$ cat src/rtl/mp_ctrl_pkg.sv
// Shared types and geometry constants for the matrix-vector processor controller.
package mp_ctrl_pkg;

  typedef enum logic [3:0] {
    IDLE,
    INIT,
    LD_MTX,
    LD_VEC,
    SETTLE,
    MAC,
    FLUSH,
    WB,
    NEXT_WI,
    DONE
  } state_t;

  localparam int MAT_ELEMS = 16;
  localparam int VEC_ELEMS = 4;
  localparam int ROW_LEN   = 4;

  localparam logic [3:0] MAT_LAST = 4'(MAT_ELEMS - 1);
  localparam logic [3:0] VEC_LAST = 4'(VEC_ELEMS - 1);

endpackage

$ cat src/rtl/matrix_processor_controller.sv
// Sequencer for a 4x4 matrix times vector job stream (FMA_LAT must be >= 1).
// Optional busy-cycle counter on perf_cycles when MPC_PERF_CNT_EN is defined.
module matrix_processor_controller
  import mp_ctrl_pkg::*;
#(
  parameter int FMA_LAT = 2
) (
  input  logic        clk,
  input  logic        rst_n,
  input  logic        start,
  input  logic        abort,
  output logic        busy,
  output logic        done,
  input  logic        workItemCountZero,
  input  logic [3:0]  matrixRegValue,
  output logic        rd_req,
  input  logic        rd_gnt,
  output logic        wr_valid,
  input  logic        wr_ready,
  output logic        wiSource,
  output logic        wiInit,
  output logic        resetMatrixReg,
  output logic        matrixRegIncrument,
  output logic        load,
  output logic        loadMatrix,
  output logic        loadVector,
  output logic        readAddrSrc,
  output logic        enFMA
`ifdef MPC_PERF_CNT_EN
  ,
  output logic [31:0] perf_cycles
`endif
);

  localparam int                FL_W       = $clog2(FMA_LAT + 1);
  localparam logic [FL_W-1:0]   FLUSH_LAST = FL_W'(FMA_LAT - 1);
  localparam int                MC_W       = $clog2(ROW_LEN);
  localparam logic [MC_W-1:0]   MAC_LAST   = MC_W'(ROW_LEN - 1);

  state_t            state, nextState;
  logic [MC_W-1:0]   macCnt, macCntNext;
  logic [FL_W-1:0]   flushCnt, flushCntNext;
  logic              macIncr;

  always_comb begin
    nextState    = state;
    macCntNext   = '0;
    flushCntNext = '0;
    unique case (state)
      IDLE:    if (start && !abort) nextState = INIT;
      INIT:    nextState = LD_MTX;
      LD_MTX:  if (rd_gnt && matrixRegValue == MAT_LAST) nextState = LD_VEC;
      LD_VEC:  if (rd_gnt && matrixRegValue == VEC_LAST) nextState = SETTLE;
      SETTLE:  nextState = MAC;
      MAC: begin
        if (macCnt == MAC_LAST) nextState = FLUSH;
        else                    macCntNext = macCnt + 1'b1;
      end
      FLUSH: begin
        if (flushCnt == FLUSH_LAST) nextState = WB;
        else                        flushCntNext = flushCnt + 1'b1;
      end
      WB:      if (wr_ready) nextState = (matrixRegValue == MAT_LAST) ? NEXT_WI : MAC;
      NEXT_WI: nextState = workItemCountZero ? DONE : LD_VEC;
      DONE:    nextState = IDLE;
      default: nextState = IDLE;
    endcase
    if (abort && state != IDLE) nextState = IDLE;
  end

  // NOTE: reset is sampled on the clock edge, so it lives inside the clocked
  // branch rather than in the sensitivity list.
  always_ff @(posedge clk) begin
    if (!rst_n) begin
      state       <= IDLE;
      macCnt      <= '0;
      flushCnt    <= '0;
      busy        <= 1'b0;
      done        <= 1'b0;
      rd_req      <= 1'b0;
      readAddrSrc <= 1'b0;
      wr_valid    <= 1'b0;
      wiInit      <= 1'b0;
      enFMA       <= 1'b0;
      macIncr     <= 1'b0;
    end else begin
      state       <= nextState;
      macCnt      <= macCntNext;
      flushCnt    <= flushCntNext;
      busy        <= (nextState != IDLE);
      done        <= (nextState == DONE);
      rd_req      <= (nextState == LD_MTX) || (nextState == LD_VEC);
      readAddrSrc <= (nextState == LD_VEC);
      wr_valid    <= (nextState == WB);
      wiInit      <= (nextState == INIT);
      enFMA       <= (nextState == MAC);
      macIncr     <= (nextState == MAC) && (macCntNext != MAC_LAST);
    end
  end

  // NOTE: strobes tied to a grant, a write acceptance or the work-item flag must
  // react in the same cycle, so they are decoded from the registered state and
  // the live input instead of being registered.
  logic mtxGnt, vecGnt, vecLastGnt, wbAccept, moreItems;

  assign mtxGnt     = (state == LD_MTX) && rd_gnt;
  assign vecGnt     = (state == LD_VEC) && rd_gnt;
  assign vecLastGnt = vecGnt && (matrixRegValue == VEC_LAST);
  assign wbAccept   = (state == WB) && wr_ready;
  assign moreItems  = (state == NEXT_WI) && !workItemCountZero;

  assign load               = mtxGnt || vecGnt;
  assign loadMatrix         = mtxGnt;
  assign loadVector         = vecGnt;
  assign matrixRegIncrument = macIncr || mtxGnt || (vecGnt && !vecLastGnt) || wbAccept;
  assign resetMatrixReg     = wiInit || vecLastGnt || moreItems;
  assign wiSource           = wiInit || moreItems;

`ifdef MPC_PERF_CNT_EN
  always_ff @(posedge clk) begin
    if (!rst_n)                                 perf_cycles <= '0;
    else if (state == IDLE && start && !abort)  perf_cycles <= '0;
    else if (busy && perf_cycles != '1)         perf_cycles <= perf_cycles + 32'd1;
  end
`endif

endmodule

$ cat config.mk
export PLATFORM = sky130hd
export DESIGN_NAME = matrix_processor_controller
export DESIGN_NICKNAME = d
export VERILOG_FILES = /design/src/rtl/mp_ctrl_pkg.sv /design/src/rtl/matrix_processor_controller.sv
export SDC_FILE = /design/constraint.sdc
export NUM_CORES = 1
export LEC_CHECK = 0
export ABC_AREA = 1
export ABC_CLOCK_PERIOD_IN_PS = 3100
export CELL_PAD_IN_SITES_DETAIL_PLACEMENT = 1
export CELL_PAD_IN_SITES_GLOBAL_PLACEMENT = 2
export CORE_ASPECT_RATIO = 0.5
export CORE_MARGIN = 5
export CORE_UTILIZATION = 25
export DETAILED_ROUTE_END_ITERATION = 12
export GPL_TIMING_DRIVEN = 0
export PLACE_DENSITY_LB_ADDON = 0.1
export SLEW_MARGIN = 20
export SYNTH_ARGS = -nofsm -noshare
export SYNTH_HDL_FRONTEND = slang
export SYNTH_SLANG_ARGS = --single-unit
$ cat constraint.sdc
create_clock -name clk -period 3.1 [get_ports clk]
set_clock_uncertainty 0.2 [all_clocks]
set_input_delay 0.31 -clock clk [delete_from_list [all_inputs] [get_ports clk]]
set_output_delay 0.31 -clock clk [all_outputs]
set_load 0.03 [all_outputs]
After elaboration in Yosys (flattened, before gate mapping) --
Cells that the tools add are included.
Cells by class: shifts and indexed selects 0, divide/modulo/power cells 0, mux-type cells 12, bitwise gates (word level) 2, eq/ne operators 19, order comparisons 0, reductions and logical operators 26, add/sub/neg operators 2, multipliers 0
Operators by type and width (count):
- 2-to-1 mux 4 bit | 9
- case mux 4 bit (9 select lines) | 1
- equality test 4 x 3 -> 1 bit, second input constant | 6
- equality test 4 x 2 -> 1 bit, second input constant | 5
- equality test 4 bit, second input constant | 3
- logical AND 1 bit | 11
- equality test 4 x 1 -> 1 bit, second input constant | 2
- logical OR 1 bit | 8
- nonzero test 4 bit | 2
- adder 2 x 1 -> 2 bit, second input constant | 2
- logical NOT 4 bit | 1
- 2-to-1 mux 2 bit | 2
- logical NOT 1 bit | 3
- OR reduction 3 bit | 1
- equality test 2 x 1 -> 1 bit, second input constant | 1
- equality test 2 bit, second input constant | 1
- != test 2 bit, second input constant | 1
- NOT 1 bit | 2
Storage, ports and cells: logic and storage cells 72, latch bits 0, output and inout bits 13, bits in read-only memories 0, RAM bits 0, bits in registers 16, memories 0, input bits 11

Longest topological paths before layout --
Gate-level depths: netlist (run 1).
depth after elaboration 7, mapped depth 9, depth with buffers taken out 9

Worst setup path before layout (run 1) --
No wires, ideal clock.
path kind reg2out, from register state[3], to output port matrixRegIncrument, required time 2.590 ns, arrival time 1.439 ns, path slack 1.151 ns, path buffers 0, stages on the path, launching flop included 7, cell sequence dfxtp_1 > inv_2 > nand2_2 > nor2_1 > inv_1 > nor2_1 > a211o_1
On the way: longest elaborated chain between the ends 7, elaborated cells on any way between the ends 12, those cells by class 3 x eq/ne; 9 x reduce/logical
Ends and longest elaborated chain:
- start, declared | line matrix_processor_controller.sv:40 | state_t state, nextState;
- start signal, assigned | line matrix_processor_controller.sv:87 | state <= nextState;
- equality test 4 x 2 -> 1 bit | line matrix_processor_controller.sv:107 | assign vecGnt = (state == LD_VEC) && rd_gnt;
- logical AND 1 bit | line matrix_processor_controller.sv:107
- logical AND 1 bit | line matrix_processor_controller.sv:108 | assign vecLastGnt = vecGnt && (matrixRegValue == VEC_LAST);
- logical NOT 1 bit | line matrix_processor_controller.sv:115 | assign matrixRegIncrument = macIncr || mtxGnt || (vecGnt && !vecLastGnt) || wbAccept;
- logical AND 1 bit | line matrix_processor_controller.sv:115
- logical OR 1 bit | line matrix_processor_controller.sv:115
- logical OR 1 bit (*) | line matrix_processor_controller.sv:115
- end, declared | line matrix_processor_controller.sv:23 | output logic matrixRegIncrument,
Every way passes the cells marked *; elsewhere a longest branch is shown, timed or not.

Worst setup path in the final report (run 1) --
from input port rd_gnt, to output port matrixRegIncrument
On the way: longest elaborated chain between the ends 6, elaborated cells on any way between the ends 8, those cells by class 8 x reduce/logical
Ends and longest elaborated chain:
- start, declared | line matrix_processor_controller.sv:17 | input logic rd_gnt,
- logical AND 1 bit | line matrix_processor_controller.sv:107
- logical AND 1 bit | line matrix_processor_controller.sv:108
- logical NOT 1 bit | line matrix_processor_controller.sv:115
- logical AND 1 bit | line matrix_processor_controller.sv:115
- logical OR 1 bit (*) (2 in a row) | line matrix_processor_controller.sv:115
Marks and branches as above.

==> results of run 1 <==
-- state kept, by name, indices dropped and copies added (netlist names) --
signal	count
flushCnt	2
enFMA	1
state	4
busy	1
done	1
readAddrSrc	1
wr_valid	1
wiInit	1
macIncr	1
macCnt	2
rd_req	1
-- cell usage after synthesis --
| master | n | area (um2) |
|---|---|---|
| o21ai_0 | 1 | 5.000 |
| nor3_2 | 2 | 20.02 |
| nand3b_1 | 1 | 7.510 |
| nand2_2 | 3 | 18.77 |
| dfxtp_1 | 16 | 320.3 |
| nand2_1 | 32 | 120.1 |
| or2_2 | 1 | 6.260 |
| a211o_1 | 1 | 8.760 |
| nor2_1 | 31 | 116.4 |
| nor2_2 | 2 | 12.51 |
| nand3_1 | 9 | 45.04 |
| nand3_2 | 1 | 10.01 |
| o21ai_2 | 1 | 8.760 |
| ha_1 | 2 | 25.02 |
| inv_1 | 19 | 71.32 |
| inv_2 | 3 | 11.26 |
| nor4_1 | 1 | 6.260 |
| nand4_1 | 1 | 6.260 |
-- area by class of cell --
cell class / instances / area [um2] / share of cell area, %
clock buffer: 3 / 41.29 / 3.618
sequential: 16 / 320.3 / 28.07
tap: 40 / 50.05 / 4.386
inverter: 22 / 82.58 / 7.237
multi-input combinational: 89 / 416.7 / 36.51
timing repair buffer: 23 / 230.2 / 20.18
-- metrics by stage --
stage | hold slack (ps) | std cells | setup slack (ps) | area, um2 | total power (uW)
6_report | 215.8 | 193 | 548.3 | 1141 | 433.3
5_1_grt | 256.3 | 193 | 450.3 | 1141 | 458.9
3_5_place_dp | 216.1 | 190 | 553.3 | 1100 | 289.7
3_3_place_gp | 211.8 | 190 | 555.5 | 1100 | 289.6
4_1_cts | 224.5 | 193 | 544.2 | 1141 | 440.4
2_1_floorplan | 197.3 | 127 | 1151 | 819.5 | 255.7
-- power by group --
part | internal [uW] | switching [uW] | total, uW
clock network | 85.9 | 62.9 | 149
logic | 30.0 | 40.8 | 70.8
registers | 211 | 3.19 | 214
total | 326 | 107 | 433
-- worst max-delay path, cell delays in order --
cell,delay [ps]
clkdlybuf4s50_1,500
inv_1,50
nor2_1,130
inv_1,80
nor2_1,150
a211o_1,160
clkdlybuf4s50_1,660
-- per-layer routing --
metal,vias up,routed length [um],GRT usage [%]
met5,-,0,0
met4,0,12,2.195
met3,2,192,4.179
met2,21,814,13.40
met1,358,1185,14.37
li1,437,-,-
-- kinds of logic after synthesis --
logic type,after synthesis,share of synthesized area (%)
AO/OA/AOI/OAI,3,2.748
flip-flops,16,39.08
buffers and inverters,22,10.08
adder cells (fa/ha/maj),2,3.053
AND/OR/NAND/NOR,84,45.04
-- final timing paths --
path	end	depth (start not counted)
hold / removal	flushCnt[0]$_SDFF_PP0_	1
setup / recovery	matrixRegIncrument	7
setup reg to reg	busy$_SDFF_PN0_	9
hold reg to reg	flushCnt[0]$_SDFF_PP0_	1
==> flow_metrics.env, run 1 <==
export IMPL_outcome="complete, no violations"
export IMPL_rsz0062_at_grt="false"
export IMPL_crit_path_start="rd_gnt"
export IMPL_cts_tree="yes"
export IMPL_wl_um=2203
export IMPL_fin_util_pct=37.22
export IMPL_antenna_found_initial=0
export IMPL_ys_types=18
export IMPL_cts_sinks=16
export IMPL_rr_startpoint="state[0]$_SDFF_PN0_"
export IMPL_core_mm2=0.003065
export IMPL_min_period_over_period_pct=82.31
export IMPL_port_buffers=23
export IMPL_path_class="input pin to output port"
export IMPL_holdCritStartpoint="flushCnt[0]$_SDFF_PP0_"
export IMPL_first_pass_iters=4
export IMPL_dp_hpwl_um=1831
export IMPL_viasPerCell=4.238
export IMPL_drive_gt1_share_pct=10.46
export IMPL_syn_to_final_growth_pct=39.24
export IMPL_grt_first_pass_wirelength_um=3560
export IMPL_crit_path_max_fanout=3
export IMPL_dr_total_vias=818
export IMPL_final_cell_mix="nand2_1 (32), nor2_1 (31), clkdlybuf4s50_1 (23)"
export IMPL_cts_resized=0
export IMPL_fin_crit_ps=2552
export IMPL_max_freq_mhz=391.9
export IMPL_cts_buffer_depth=2
export IMPL_fillers=400
export IMPL_gr_total_overflow=0
export IMPL_synth_fp_nets=140
export IMPL_setup_violations=0
export IMPL_cp_start_kind="input pin"
export IMPL_drt_wirelength_per_cell_um=11.41
export IMPL_clk_pin_slew_ps=60
export IMPL_cts_buffers=3
export IMPL_worstSkewPairLatency_ps=240
export IMPL_nets=168
export IMPL_drt_iter0_drc=20
export IMPL_grt_max_degree=9
export IMPL_synth_seq_cells=16
export IMPL_drc=0
export IMPL_max_cap_violations=0
export IMPL_io_pins=24
export IMPL_relSlewSlack_pct=77.03
export IMPL_critPathRequiredTime_ps=2590
export IMPL_final_common_cell="nand2_1"
export IMPL_drtAntennaViolNets=0
export IMPL_die_area_mm2=0.004593
export IMPL_worstMarginPinSlew_ps=344.5
export IMPL_worst_r2r_setup_slack_ps=1460
export IMPL_htree_levels=1
export IMPL_syn_avg_cell_area_um2=6.453
export IMPL_slew_viol_final=0
export IMPL_diodes=0
export IMPL_power_density_mw_per_mm2=379.8
export IMPL_gp_congestion=0.7274
export IMPL_die_w_um=90.97
export IMPL_synth_cells=127
export IMPL_cts_root_buffer="clkbuf_8"
export IMPL_ys_warn_count=0
export IMPL_syn_area_um2=819.5
export IMPL_leakagePower_uw=0.0005682
export IMPL_start_util_pct=26.73
export IMPL_grt_pass1_vias=778
export IMPL_chipHeight_um=50.49
export IMPL_rows=14
export IMPL_hold_buffers=0
export IMPL_gr_usage_all_layers_pct=9.908
export IMPL_end_kind="output port"
export IMPL_hold_viol=0
export IMPL_hold_path_class="flip-flop to flip-flop"
export IMPL_max_vdd_ir_drop_v=0.0002465
export IMPL_ys_seq_area_share_pct=39.08
export IMPL_tns_ps=0
export IMPL_cp_arrival_ps=2040
export IMPL_postCtsSetupBuffers=0
(Power assumes the default switching activity.)
==> run 2, diff against run 1 <==
- ABC_CLOCK_PERIOD_IN_PS: 3100 -> 2400
- CORE_UTILIZATION: 25 -> 23
- clock period: 3.1 -> 2.4 ns (I/O delays scaled with it)
==> flow_metrics.env, run 2 (synthesized netlist as in run 1, its figures left out) <==
export IMPL_leakagePower_uw=0.0006283
export IMPL_crit_path_frequent_cell="nand2_1"
export IMPL_cts_root_buffer="clkbuf_8"
export IMPL_max_cap_violations=0
export IMPL_cts_buffers=3
export IMPL_wl_um=2329
export IMPL_crit_path_start="state[0]$_SDFF_PN0_"
export IMPL_grt_first_pass_wirelength_um=3684
export IMPL_chipHeight_um=52.21
export IMPL_cts_resized=0
export IMPL_first_pass_iters=3
export IMPL_path_class="flip-flop to output port"
export IMPL_viasPerCell=3.961
export IMPL_tns_ps=0
export IMPL_core_mm2=0.003435
export IMPL_cp_slowest_stage_delay_ps=660
export IMPL_fillers=439
export IMPL_drive_gt1_share_pct=11.04
export IMPL_die_area_mm2=0.004930
export IMPL_p_sw_uw=146.8
export IMPL_setup_violations=0
export IMPL_hold_buffers=0
export IMPL_relSlewSlack_pct=78.74
export IMPL_die_w_um=94.42
export IMPL_hold_path_class="flip-flop to flip-flop"
export IMPL_swShare_pct=24.36
export IMPL_final_common_cell="nand2_1"
export IMPL_cts_sinks=16
export IMPL_slowest_stage="clkdlybuf4s50_1"
export IMPL_grt_pass1_vias=779
export IMPL_drtAntennaViolNets=0
export IMPL_htree_levels=1
export IMPL_seq_power_share_pct=45.9
export IMPL_grt_max_degree=10
export IMPL_cts_tree="yes"
export IMPL_top_register="state"
export IMPL_final_cell_area_mm2=0.001176
export IMPL_cp_top_family="buffers and inverters"
export IMPL_worst_r2r_setup_slack_ps=740
export IMPL_drt_iter0_drc=15
export IMPL_port_buffers=23
export IMPL_rows=15
export IMPL_diodes=0
export IMPL_power_density_mw_per_mm2=512.3
export IMPL_start_util_pct=23.86
export IMPL_critPathRequiredTime_ps=1960
export IMPL_layout_setup_ws_ps=162.9
export IMPL_cp_arrival_ps=1800
export IMPL_min_path_cells=1
export IMPL_max_vdd_ir_drop_v=0.0003732
export IMPL_drt_wirelength_per_cell_um=11.36
export IMPL_postCtsSetupBuffers=0
export IMPL_path_depth=6
export IMPL_clk_pin_slew_ps=60
export IMPL_dp_slack_ps=28.06
export IMPL_hold_viol=0
export IMPL_final_cell_count_no_fill=205
export IMPL_syn_to_final_growth_pct=43.51
export IMPL_end_kind="output port"
export IMPL_cp_start_kind="flip-flop"
export IMPL_final_cell_mix="nand2_1 (32), nor2_1 (31), clkdlybuf4s50_1 (20)"
export IMPL_r2r_end="busy$_SDFF_PN0_"
export IMPL_crit_path_max_fanout=5
export IMPL_seqCellArea_um2=320.3
export IMPL_power_frac_clock_pct=38.9
export IMPL_whs_endpoint="flushCnt[0]$_SDFF_PP0_"
export IMPL_place_area_mm2=0.001114
export IMPL_fin_crit_ps=2237
export IMPL_max_freq_mhz=447.0
export IMPL_multi_input_area_um2=416.7
export IMPL_nets=168
export IMPL_reg_largest_list="state: 4 flops, flushCnt: 2 flops, macCnt: 2 flops"
export IMPL_power_internal_uw=455.7
export IMPL_worstSkewPairLatency_ps=250
export IMPL_largest_register_ff_count=4
export IMPL_gp_congestion=0.7502
export IMPL_cp_buffers_inverters=2
export IMPL_dr_total_vias=812
export IMPL_io_pins=24
export IMPL_rsz0062_at_grt="false"
export IMPL_reg2reg_depth=9
export IMPL_dp_cells=201
export IMPL_path_cells="inv_1, nand2_2, nor2_2, nand2_1, nand2_1, clkdlybuf4s50_1"
export IMPL_gr_usage_all_layers_pct=10.23
export IMPL_combinationalPowerShare_pct=15.2
export IMPL_antenna_found_initial=0
export IMPL_min_period_over_period_pct=93.21
export IMPL_worstMarginPinSlew_ps=318.3
export IMPL_dp_hpwl_um=1932
export IMPL_gr_total_overflow=0
export IMPL_slew_viol_final=0
export IMPL_rr_startpoint="state[0]$_SDFF_PN0_"
export IMPL_holdCritStartpoint="flushCnt[0]$_SDFF_PP0_"
export IMPL_drc=0
export IMPL_outcome="complete, no violations"
export IMPL_cts_buffer_depth=2
[run 2: worst max-delay path by stage]
stage | slack (ps) | end
floorplan | 520 | matrixRegIncrument
global placement | 10 | matrixRegIncrument
global route | 40 | loadVector
finish | 160 | wiSource
CTS | 20 | matrixRegIncrument
detailed placement | 30 | matrixRegIncrument
[run 2: per-stage QoR]
| stage | utilization, % | power (uW) | hold WS, ps |
|---|---|---|---|
| after floorplan | - | 330.3 | 174.4 |
| after global placement | 32.42 | 374.6 | 210.9 |
| after detailed placement | 32.42 | 374.7 | 220.2 |
| after CTS | 34.03 | 616.7 | 229.5 |
| after global routing | 34.24 | 637.9 | 247.4 |
| final | 34.24 | 602.5 | 222.8 |
[run 2: layer usage]
metal | GRT usage (%) | wire [um]
met1 | 14.69 | 1334
met5 | 0 | 0
met4 | 3.597 | 10
met3 | 3.587 | 128
met2 | 13.85 | 855
[run 2: layout make-up]
cell class	instances	area share, %
clock buffers	4	4.681
inverters	22	7.021
multi-input cells	89	35.43
flip-flops and latches	16	27.23
well taps	51	5.426
repair buffers	23	20.21
[run 2: power groups by stage]
stage	combinational, uW	sequential (uW)	clock, uW
after detailed placement	92.3	282	0
after global routing	99.5	277	261
final	91.4	277	235
after global placement	92.4	282	0
after floorplan	40.9	289	0
after CTS	93.1	276	247
==> run 3, diff against run 2 <==
- CELL_PAD_IN_SITES_DETAIL_PLACEMENT: 1 -> unset
- CELL_PAD_IN_SITES_GLOBAL_PLACEMENT: 2 -> unset
- CORE_ASPECT_RATIO: 0.5 -> unset
- CORE_UTILIZATION: 23 -> 45
- PLACE_DENSITY: unset -> 0.77
- PLACE_DENSITY_LB_ADDON: 0.1 -> unset
==> flow_metrics.env, run 3 (synthesized netlist as in run 1, its figures left out) <==
export IMPL_outcome="complete, no violations"
export IMPL_htree_levels=1
export IMPL_path_cells="nand2_1, nor2_1, nand4_1, nand3_1, clkdlybuf4s50_1"
export IMPL_fin_crit_ps=2279
export IMPL_dr_total_vias=838
export IMPL_drt_wirelength_per_cell_um=10.54
export IMPL_grt_pass1_vias=740
export IMPL_rsz0062_at_grt="false"
export IMPL_max_vdd_ir_drop_v=0.0002754
export IMPL_cp_start_kind="flip-flop"
export IMPL_relSlewSlack_pct=77.75
export IMPL_viasPerCell=4.682
export IMPL_cts_root_buffer="clkbuf_4"
export IMPL_cts_buffers=3
export IMPL_clk_pin_slew_ps=90
export IMPL_final_cell_mix="nand2_1 (32), nor2_1 (31), clkdlybuf4s50_1 (22)"
export IMPL_die_area_mm2=0.002775
export IMPL_wl_um=1886
export IMPL_antenna_found_initial=0
export IMPL_leakagePower_uw=0.0005857
export IMPL_setup_violations=0
export IMPL_reg_largest_list="state: 4 flops, flushCnt: 2 flops, macCnt: 2 flops"
export IMPL_gr_usage_all_layers_pct=14.95
export IMPL_port_buffers=23
export IMPL_drc=0
export IMPL_place_area_mm2=0.001081
export IMPL_worstSkewPairLatency_ps=290
export IMPL_holdCritStartpoint="flushCnt[0]$_SDFF_PP0_"
export IMPL_io_pins=24
export IMPL_nets=168
export IMPL_slew_viol_final=0
export IMPL_gr_total_overflow=0
export IMPL_diodes=0
export IMPL_final_cell_area_mm2=0.001120
export IMPL_end_kind="output port"
export IMPL_cp_slowest_stage_delay_ps=670
export IMPL_cts_sinks=16
export IMPL_cts_tree="yes"
export IMPL_die_w_um=52.68
export IMPL_worstMarginPinSlew_ps=332.7
export IMPL_seqCellArea_um2=320.3
export IMPL_drt_iter0_drc=17
export IMPL_largest_register_ff_count=4
export IMPL_fillers=177
export IMPL_drtAntennaViolNets=0
export IMPL_power_uw=541.6
export IMPL_power_density_mw_per_mm2=483.6
export IMPL_top_register="state"
export IMPL_final_cell_count_no_fill=179
export IMPL_min_period_over_period_pct=94.97
export IMPL_cts_buffer_depth=2
export IMPL_chipHeight_um=52.68
export IMPL_dp_cells=175
export IMPL_crit_path_start="state[1]$_SDFF_PN0_"
export IMPL_rr_startpoint="state[1]$_SDFF_PN0_"
export IMPL_final_common_cell="nand2_1"
export IMPL_syn_to_final_growth_pct=36.64
export IMPL_grt_max_degree=10
export IMPL_slowest_stage="clkdlybuf4s50_1"
export IMPL_path_class="flip-flop to output port"
export IMPL_postCtsSetupBuffers=0
export IMPL_crit_path_max_fanout=4
export IMPL_critPathRequiredTime_ps=1960
export IMPL_multi_input_area_um2=416.7
export IMPL_dp_hpwl_um=1496
export IMPL_worst_r2r_setup_slack_ps=790
export IMPL_max_cap_violations=0
export IMPL_drive_gt1_share_pct=11.04
export IMPL_grt_first_pass_wirelength_um=2967
export IMPL_hold_viol=0
export IMPL_tns_ps=0
export IMPL_rows=15
export IMPL_first_pass_iters=4
export IMPL_fin_util_pct=64.86
export IMPL_core_mm2=0.001727
export IMPL_hold_path_class="flip-flop to flip-flop"
export IMPL_max_freq_mhz=438.7
export IMPL_gp_congestion=0.8635
export IMPL_start_util_pct=47.46
export IMPL_cp_arrival_ps=1840
==> run 3: final cells by class <==
class	instances	area share, %
multi-input combinational	89	37.21
timing repair buffer	23	20.78
tap	25	2.793
clock buffer	4	3.240
sequential	16	28.60
inverter	22	7.374
==> run 3: where the power goes <==
| part | internal, uW | switching [uW] | leakage [uW] |
|---|---|---|---|
| sequential | 272 | 3.58 | 0.000130 |
| clock | 92.5 | 83.2 | 0.0000210 |
| combinational | 38.6 | 52.1 | 0.000435 |
| total | 403 | 139 | 0.000586 |
==> run 3: repair_timing <==
| action | in CTS | in global routing |
|---|---|---|
| endpoints found under the setup margin | 0 | 1 |
| hold buffers | 0 | 0 |
| resized for setup | 0 | 1 |
==> run 3: final timing paths <==
path                                  to  cells past startpoint
setup / recovery          resetMatrixReg                      5
hold / removal    flushCnt[0]$_SDFF_PP0_                      1
hold reg to reg   flushCnt[0]$_SDFF_PP0_                      1
setup reg to reg      macIncr$_SDFF_PN0_                      7
==> run 3: metal layers <==
| layer | routed length, um | up-vias | GRT usage, % |
|---|---|---|---|
| met4 | 32 | 0 | 7.660 |
| met1 | 838 | 369 | 15.86 |
| met2 | 904 | 25 | 26.24 |
| met5 | 0 | - | 0 |
| met3 | 110 | 4 | 4.558 |
| li1 | - | 440 | - |
==> run 3: stage by stage <==
step | hold slack, ps | setup WS (ps)
6_report | 222.0 | 120.8
5_1_grt | 247.9 | 7.164
4_1_cts | 227.7 | 24.77
3_5_place_dp | 215.1 | 44.97
3_3_place_gp | 204.1 | 43.16
2_1_floorplan | 174.4 | 521.4
==> run 3: critical path: cells and delay by family, from the launching register on <==
family / cells / cell delay, ps
buf+inv: 1 / 670
flops: 1 / 410
simple gates: 4 / 470
